### config.mk
export PLATFORM = sky130hd
export DESIGN_NAME = check_node_serial
export DESIGN_NICKNAME = d
export VERILOG_FILES = /design/src/rtl/check_node_serial.sv
export SDC_FILE = /design/constraint.sdc
export NUM_CORES = 1
export LEC_CHECK = 0
export CAP_MARGIN = 20
export CELL_PAD_IN_SITES_DETAIL_PLACEMENT = 1
export CELL_PAD_IN_SITES_GLOBAL_PLACEMENT = 1
export CORE_UTILIZATION = 49
export DETAILED_ROUTE_END_ITERATION = 8
export HOLD_SLACK_MARGIN = 0.08
export PLACE_DENSITY = 0.87
export SLEW_MARGIN = 20
export SYNTH_ARGS = -nofsm -noshare
export SYNTH_HDL_FRONTEND = slang
export SYNTH_SLANG_ARGS = --single-unit
### constraint.sdc
create_clock -name clk -period 8.4 [get_ports clk]
set_input_delay 1.68 -clock clk [delete_from_list [all_inputs] [get_ports clk]]
set_output_delay 1.68 -clock clk [all_outputs]
set_load 0.005 [all_outputs]
### src/rtl/check_node_serial.sv
// check_node_serial
//   Serial min-sum check node for an LDPC decoder. Variable-to-check
//   messages for one check arrive one edge per handshake. The node keeps the
//   two smallest magnitudes, the position of the smallest and the running
//   sign product. It then streams one check-to-variable message per edge,
//   using offset min-sum: every magnitude is reduced by the offset and
//   clamped at zero.
//
// Ports
//   clk, rst     : clock, asynchronous active-high reset
//   offset       : unsigned min-sum offset, latched on the first input of a check
//   in_valid/in_ready/in_msg/in_last    : input message stream (signed)
//   out_valid/out_ready/out_msg/out_last: output message stream (signed)
//   deg_err      : sticky flag, set when a check reaches MAX_DEG edges without in_last
module check_node_serial #(
   parameter int N_FP    = 8,
   parameter int MAX_DEG = 16
) (
   input  logic                   clk,
   input  logic                   rst,
   input  logic [N_FP-2:0]        offset,
   input  logic                   in_valid,
   output logic                   in_ready,
   input  logic signed [N_FP-1:0] in_msg,
   input  logic                   in_last,
   output logic                   out_valid,
   input  logic                   out_ready,
   output logic signed [N_FP-1:0] out_msg,
   output logic                   out_last,
   output logic                   deg_err
);

   localparam int CW = $clog2(MAX_DEG + 1);
   localparam int IW = (MAX_DEG > 1) ? $clog2(MAX_DEG) : 1;
   localparam int MW = N_FP - 1;
   localparam logic [MW-1:0] MAG_MAX = {MW{1'b1}};

   typedef enum logic {COLLECT, EMIT} state_t;

   state_t             state_q, state_d;
   logic [MAX_DEG-1:0] s_q;
   logic [CW-1:0]      count_q;
   logic [IW-1:0]      j_q, idx1_q;
   logic [MW-1:0]      min1_q, min2_q, off_q;
   logic               p_q;

   logic               in_hs, out_hs, eff_last;
   logic [IW-1:0]      k;
   logic [N_FP-1:0]    abs_v, mag_ext;
   logic [MW-1:0]      mag_in, sel, emit_mag;
   logic               neg;

   assign in_ready  = (state_q == COLLECT);
   assign out_valid = (state_q == EMIT);
   assign in_hs     = in_valid & in_ready;
   assign out_hs    = out_valid & out_ready;
   assign k         = count_q[IW-1:0];

   // The MAX_DEG-th edge closes the check even without in_last.
   assign eff_last  = in_last | (count_q == CW'(MAX_DEG - 1));

   // Only -2^(N_FP-1) has the MSB set after negation; it saturates to the
   // largest representable magnitude.
   assign abs_v  = in_msg[N_FP-1] ? N_FP'(-in_msg) : N_FP'(in_msg);
   assign mag_in = abs_v[N_FP-1] ? MAG_MAX : abs_v[MW-1:0];

   // Emit path is decoded purely from state, so there is no combinational
   // path from out_ready. The excluded-edge minimum is min2 for the argmin
   // edge and min1 for every other edge.
   assign sel      = (j_q == idx1_q) ? min2_q : min1_q;
   assign emit_mag = (sel > off_q) ? (sel - off_q) : '0;
   assign neg      = p_q ^ s_q[j_q];
   assign mag_ext  = {1'b0, emit_mag};

   always_comb begin
      out_msg  = '0;
      out_last = 1'b0;
      if (state_q == EMIT) begin
         out_msg  = neg ? -mag_ext : mag_ext;
         out_last = ({{(CW-IW){1'b0}}, j_q} == count_q - CW'(1));
      end
   end

   always_comb begin
      state_d = state_q;
      if (state_q == COLLECT) begin
         if (in_hs && eff_last) state_d = EMIT;
      end else begin
         if (out_hs && out_last) state_d = COLLECT;
      end
   end

   always_ff @(posedge clk or posedge rst) begin
      if (rst) state_q <= COLLECT;
      else     state_q <= state_d;
   end

   always_ff @(posedge clk or posedge rst) begin
      if (rst) begin
         s_q     <= '0;
         count_q <= '0;
         j_q     <= '0;
         idx1_q  <= '0;
         min1_q  <= MAG_MAX;
         min2_q  <= MAG_MAX;
         off_q   <= '0;
         p_q     <= 1'b0;
         deg_err <= 1'b0;
      end else if (state_q == COLLECT) begin
         if (in_hs) begin
            s_q[k]  <= in_msg[N_FP-1];
            count_q <= count_q + CW'(1);
            p_q     <= p_q ^ in_msg[N_FP-1];
            if (count_q == '0) off_q <= offset;
            // Strict compares: a tie with min1 never moves idx1.
            if (mag_in < min1_q) begin
               min2_q <= min1_q;
               min1_q <= mag_in;
               idx1_q <= k;
            end else if (mag_in < min2_q) begin
               min2_q <= mag_in;
            end
            if (eff_last) j_q <= '0;
            if (eff_last && !in_last) deg_err <= 1'b1;
         end
      end else if (out_hs) begin
         if (out_last) begin
            count_q <= '0;
            j_q     <= '0;
            idx1_q  <= '0;
            min1_q  <= MAG_MAX;
            min2_q  <= MAG_MAX;
            p_q     <= 1'b0;
         end else begin
            j_q <= j_q + IW'(1);
         end
      end
   end

endmodule
==> metrics.cfg, run 1 <==
[layout]
fill_cells = 901
multi_input_area_um2 = 2340
num_antenna_cells = 0
drive_above_1_share_pct = 14.1
mostFrequentLayoutCells = dfrtp_1, nand2_1, nor2_1, inv_1, clkdlybuf4s50_1
seqCellArea_um2 = 1340
nNetsFinal = 490
finalInstanceArea_um2 = 4350
layout_commonest_cell = dfrtp_1
syn_to_final_growth_pct = 12.0

[drt]
routed_via_density = 6.13
dr.pass1.iters = 4
post_drt_wl_per_cell_um = 19.7
antenna_left = 0
wl_met1_um = 4520
drc = 0
dr_wl_met3_um = 535
top_layer = met4
vias = 3326
drt_iter0_drc = 183
wirelength_um = 10700
routed-wl-met2_um = 5460

[sta]
fin_crit_sh_pct = 76.9
fin_skew_ps = 8.96
finalMaxSlewViolations = 0
rsz0062_at_grt = false
setup_viol = 0
fin_setup_tns_ps = 0
maxSlewHeadroom_pct = 39.4
finalHoldViolCount = 0
worst_pin_slew_ps = 905
fin_crit_ps = 6460
max_freq_mhz = 155

[setup_path]
crit_type = flop to output pin
end_kind = output pin
critPathMaxFanout = 13
r2r_slack_ps = 5270
critPathArrivalTime_ps = 4780
worstPathRequired_ps = 6720
start_kind = flop

[floorplan]
pin_count = 32
rows = 32
die_height_um = 91.0
start_util_pct = 50.5
die_w_um = 91.0
core_area_um2 = 7690
dieArea_um2 = 8290

[pwr]
ir_drop_v = 0.000160
leakage_nw = 1.99
swShare_pct = 47.4
p_per_area_nw_per_um2 = 480
internal_power_w = 0.00110
clkPwrFrac_pct = 7.5
net-switching-power_w = 0.000990
pwr-share-seq_pct = 21.9
p_comb_share_pct = 70.6

[placed_design]
post_dp_cell_area_um2 = 4260
post-dp-hpwl_um = 8300
port-buffer-count = 31
gp_congestion = 0.817

[clock_network]
clkLatencyLatePin_ps = 320
cts_setup_buffers = 0
htreeDepth = 2
cts_hold_buffers = 0
cts_buffers = 5
ctsLongestPathBuffers = 2
clk_pin_slew_ps = 110
cts.sinks = 53
cts_tree = built
ctsResizeCount = 0
root_buffer = clkbuf_8

[yosys]
synthFlopType = dfrtp_1
ys_ff_latch = 53
async_flop_share_pct = 100
synth_area_per_cell_um2 = 9.29
synth_seq_area_share_pct = 34.6
syn_inst = 418
yosysWarnings = 0
synth_nets = 468
synth_edf_count = 0
synth_area_um2 = 3880
yosysUniqueCellTypes = 61

[global_routing]
grt.total_usage_pct = 27.7
grt_max_degree = 54
antenna_found_initial = 0
grt_overflow = 0
grt_pass1_wl_um = 18100
first_global_vias = 3523

[min_path]
hold_class = flop to flop

[run_status]
status = finished, final reports clean

[flow_run]
max_cap_violations = 0

-- registers in the layout, summed over array words and instances (netlist names) --
register / flops
count_q: 5
j_q: 4
s_q: 16
out_valid: 1
p_q: 1
min2_q: 7
min1_q: 7
off_q: 7
deg_err: 1
idx1_q: 4
-- critical path, stage by stage, from the launching register on --
cell and delay [ps]:
dfrtp_1 680, xnor2_1 180, nand4_1 460, nand2_1 190
o21ai_0 110, ha_1 450, and4_1 250, o21ai_0 150
a21boi_1 520, nand2b_1 150, ha_1 270, a21oi_1 170
o41ai_1 110, mux2_1 330, clkdlybuf4s50_1 440
-- metal layers --
metal  GRT usage, %  vias up
met1           35.4     1666
met2           48.4      116
met3           3.85       19
met5              0        -
li1               -     1525
met4           8.47        0
-- cell families (layout without fill, tap and decap cells) --
| kind of cell | count (synthesis) | count (layout) | share of synthesized area [%] |
|---|---|---|---|
| adder cells (fa/ha/maj) | 30 | 30 | 9.86 |
| XOR/XNOR | 20 | 20 | 4.70 |
| AO/OA/AOI/OAI | 94 | 94 | 17.0 |
| multiplexers | 34 | 34 | 11.3 |
| AND/OR/NAND/NOR | 135 | 135 | 17.2 |
| flip-flops | 53 | 53 | 34.6 |
| buffers and inverters | 52 | 75 | 5.28 |
-- final timing paths --
path | startpoint | endpoint | cells after the start
hold reg to reg | deg_err | deg_err | 1
setup reg to reg | count_q[0] | min2_q[0] | 8
hold / removal | deg_err | deg_err | 1
min in group asynchronous | rst | s_q[7] | 3
max in group asynchronous | rst | off_q[4] | 3
setup / recovery | j_q[0] | out_msg[6] | 14
-- stage by stage --
| stage | util [%] | hold slack (ps) | worst slack, ps | cells | total power (W) |
|---|---|---|---|---|---|
| floorplan | - | 463 | 3410 | 418 | 0.00142 |
| global placement | 55.4 | 450 | 2230 | 535 | 0.00184 |
| detailed placement | 55.4 | 456 | 2120 | 535 | 0.00193 |
| CTS | 56.6 | 481 | 1960 | 543 | 0.00209 |
| global route | 56.6 | 513 | 1490 | 543 | 0.00228 |
| finish | 56.6 | 476 | 1940 | 543 | 0.00209 |
-- synthesized netlist by cell type (all sizes together), types with 2 or more instances --
cell     count  area [um2]
xor2         6        52.6
nand2       39         151
o21a         2        15.0
a22o         4        35.0
and3         6        37.5
mux2i        5        50.1
a2111oi      2        17.5
nand2b       9        56.3
nand4        8        50.1
o31ai        6        45.0
inv         34         128
o41ai        2        17.5
dfrtp       39         976
and3b        2        17.5
a21o         7        52.6
or3b         2        17.5
and2         2        12.5
a31oi        7        58.8
o21ai       23         115
a21oi       13        65.1
buf          6        32.5
ha          29         363
or3          3        18.8
dfstp       14         368
nor3         6        30.0
o211ai       3        22.5
xnor2       14         130
a211oi       3        22.5
nand3        8        40.0
a211o        3        27.5
a21boi       4        30.0
mux4         5         113
nor2b        5        31.3
nor2        36         135
nor4b        2        17.5
mux2        24         278
a41oi        2        17.5
or2          3        18.8
clkbuf      12        45.0
a2bb2oi      6        52.6
-- layout make-up --
cell class	count	share of cell area (%)
flip-flops and latches	53	30.9
multi-input cells	313	53.7
repair buffers	33	7.48
inverters	34	2.93
clock buffers	5	1.58
clock inverters	3	0.518
well taps	102	2.93
-- power groups by stage --
stage	clock network, W	registers [W]	logic (W)
CTS	0.000157	0.000455	0.00148
detailed placement	0	0.000460	0.00147
finish	0.000157	0.000458	0.00147
global route	0.000168	0.000468	0.00165
global placement	0	0.000449	0.00139
floorplan	0	0.000391	0.00103
Power figures use the tool's default switching activity.
==> inputs of run 2 (changes only) <==
- CORE_UTILIZATION: 49 -> 41
- PLACE_DENSITY: 0.87 -> 0.78
- clock period: 8.4 -> 5.58 ns (I/O delays scaled with it)
==> metrics.cfg, run 2 (same netlist as run 1, synthesis figures left out) <==
[layout]
regMostFlops = s_q
num_antenna_cells = 0  ; unchanged
largest_reg_flops = 16  ; unchanged
layout_commonest_cell = dfrtp_1
syn_to_final_growth_pct = 13.2
mostFrequentLayoutCells = dfrtp_1, nand2_1, nor2_1, inv_1, clkdlybuf4s50_1
drive_above_1_share_pct = 15.0  ; +0.96 points
nNetsFinal = 495  ; +1.0%
finalInstanceArea_um2 = 4400  ; +1.1%

[clock_network]
root_buffer = clkbuf_8
htreeDepth = 2  ; unchanged
ctsLongestPathBuffers = 2  ; unchanged
cts_buffers = 5  ; unchanged
cts_hold_buffers = 0  ; unchanged
clkLatencyLatePin_ps = 320  ; about the same
cts_tree = built
cts.sinks = 53  ; unchanged
clk_pin_slew_ps = 100  ; about the same

[sta]
rsz0062_at_grt = false
fin_crit_ps = 5230
fin_crit_sh_pct = 93.8
finalHoldViolCount = 0  ; unchanged
finalMaxSlewViolations = 0  ; unchanged
setup_slack_ps = 347  ; -1600 ps
fin_skew_ps = 6.37  ; -2.59 ps
setup_viol = 0  ; unchanged
worst_pin_slew_ps = 804  ; -101 ps
max_freq_mhz = 191
holdWs_ps = 492  ; +16.0 ps
fin_setup_tns_ps = 0  ; unchanged
maxSlewHeadroom_pct = 45.7  ; +6.3 points

[pwr]
leakage_nw = 2.01  ; +0.96%
ir_drop_v = 0.000330  ; +110%
p_per_area_nw_per_um2 = 710  ; +48%

[setup_path]
crit_path_start = j_q[1]
reg2reg_from = count_q[0]
start_kind = flop
worstReg2RegEnd = min2_q[1]
rr_worst_depth = 8  ; unchanged
worst_path_most_repeated_cell = ha_1
crit_type = flop to output pin
r2r_slack_ps = 2540  ; -2730 ps
critPathMaxFanout = 13  ; unchanged
worstPathRequired_ps = 4460  ; -2260 ps
critPathArrivalTime_ps = 4120  ; -660 ps
cpPeakStageDelay_ps = 620  ; -60 ps
slowest_stage = dfrtp_1
cp_cell_sequence = xnor2_1 -> nand4_1 -> buf_4 -> o21ai_0 -> ha_1 -> and4_1 -> o21ai_1 -> a21oi_1 -> inv_1 -> ha_1 -> nand2_1 -> o41ai_1 -> mux2_1 -> clkdlybuf4s50_1
end_kind = output pin

[drt]
dr.pass1.iters = 6  ; +2
drt_iter0_drc = 117  ; -36%
routed_via_density = 5.80  ; -5.3%
drc = 0  ; unchanged
post_drt_wl_per_cell_um = 17.4  ; -12%
vias = 3232  ; -2.8%
antenna_left = 0  ; unchanged
wirelength_um = 9710  ; -9.4%

[global_routing]
grt.total_usage_pct = 21.1  ; -6.6 points
grt_overflow = 0  ; unchanged
first_global_vias = 3332  ; -5.4%
grt_pass1_wl_um = 16600  ; -8.1%
grt_max_degree = 54  ; unchanged
antenna_found_initial = 0  ; unchanged

[placed_design]
gp_congestion = 0.853  ; +4.4%
place_ws_ps = 411  ; -1710 ps
port-buffer-count = 31  ; unchanged
post-dp-hpwl_um = 7550  ; -9.0%
post_dp_cell_area_um2 = 4300  ; +0.97%

[min_path]
hold_class = flop to flop
worstHoldStart = deg_err
min_path_cells = 1  ; unchanged
min_to = deg_err

[floorplan]
dieArea_um2 = 9870  ; +19%
pin_count = 32  ; unchanged
die_height_um = 99.3  ; +9.1%
core_area_um2 = 9200  ; +20%
die_w_um = 99.3  ; +9.1%
rows = 35  ; +9.4%
start_util_pct = 42.2  ; -8.3 points

[run_status]
status = finished, final reports clean

[flow_run]
max_cap_violations = 0  ; unchanged

-- run 2: cell type report --
type                       count  area, um2
clock buffer                   6       72.6
clock inverter                 2       13.8
fill                        1055       4800
inverter                      34        128
multi-input combinational    313       2340
sequential                    53       1340
tap                          111        139
timing repair buffer          38        363
-- run 2: how the worst max path moves through the flow --
stage	end	slack [ps]	cells after the start
floorplan	out_msg[6]	1160	15
global placement	out_msg[6]	530	10
detailed placement	out_msg[6]	410	14
CTS	out_msg[6]	9	14
global route	out_msg[6]	30	12
finish	out_msg[6]	350	14
-- run 2: critical path: cells and delay by family (launching register included) --
family                   cells  cell delay (ps)
AO/OA/AOI/OAI                4              810
buffers and inverters        3              800
flip-flops                   1              620
adder cells (fa/ha/maj)      2              610
AND/OR/NAND/NOR              3              420
multiplexers                 1              360
XOR/XNOR                     1              180
-- run 2: where the power goes --
| group | internal [W] | switching (W) | leakage, nW |
|---|---|---|---|
| clock | 0.0000898 | 0.000134 | 0.0456 |
| sequential | 0.000529 | 0.000134 | 0.659 |
| combinational | 0.00107 | 0.00117 | 1.30 |
-- run 2: timing repair --
action / CTS / global route
resized for setup: 0 / 2
endpoints found under the setup margin: 0 / 6
setup buffers: 0 / 1
-- run 2: stage by stage --
stage / instances / util, % / total power (W)
after floorplan: 418 / - / 0.00214
after global placement: 548 / 46.8 / 0.00280
after detailed placement: 548 / 46.8 / 0.00289
after CTS: 556 / 47.7 / 0.00313
after global routing: 557 / 47.8 / 0.00342
final: 557 / 47.8 / 0.00312
-- run 2: routing by layer --
| metal | up-vias | GRT usage (%) | part of all wire (%) |
|---|---|---|---|
| met4 | 0 | 5.54 | 0.88 |
| met2 | 56 | 35.4 | 49 |
| met1 | 1631 | 29.4 | 48 |
| met3 | 5 | 1.62 | 3.0 |
| li1 | 1540 | - | - |
| met5 | - | 0 | 0 |
==> inputs of run 3 (changes only) <==
- SKIP_LAST_GASP: unset -> 1
==> results of run 3 <==
The final DEF is identical to that of run 2; final timing and power are the same.
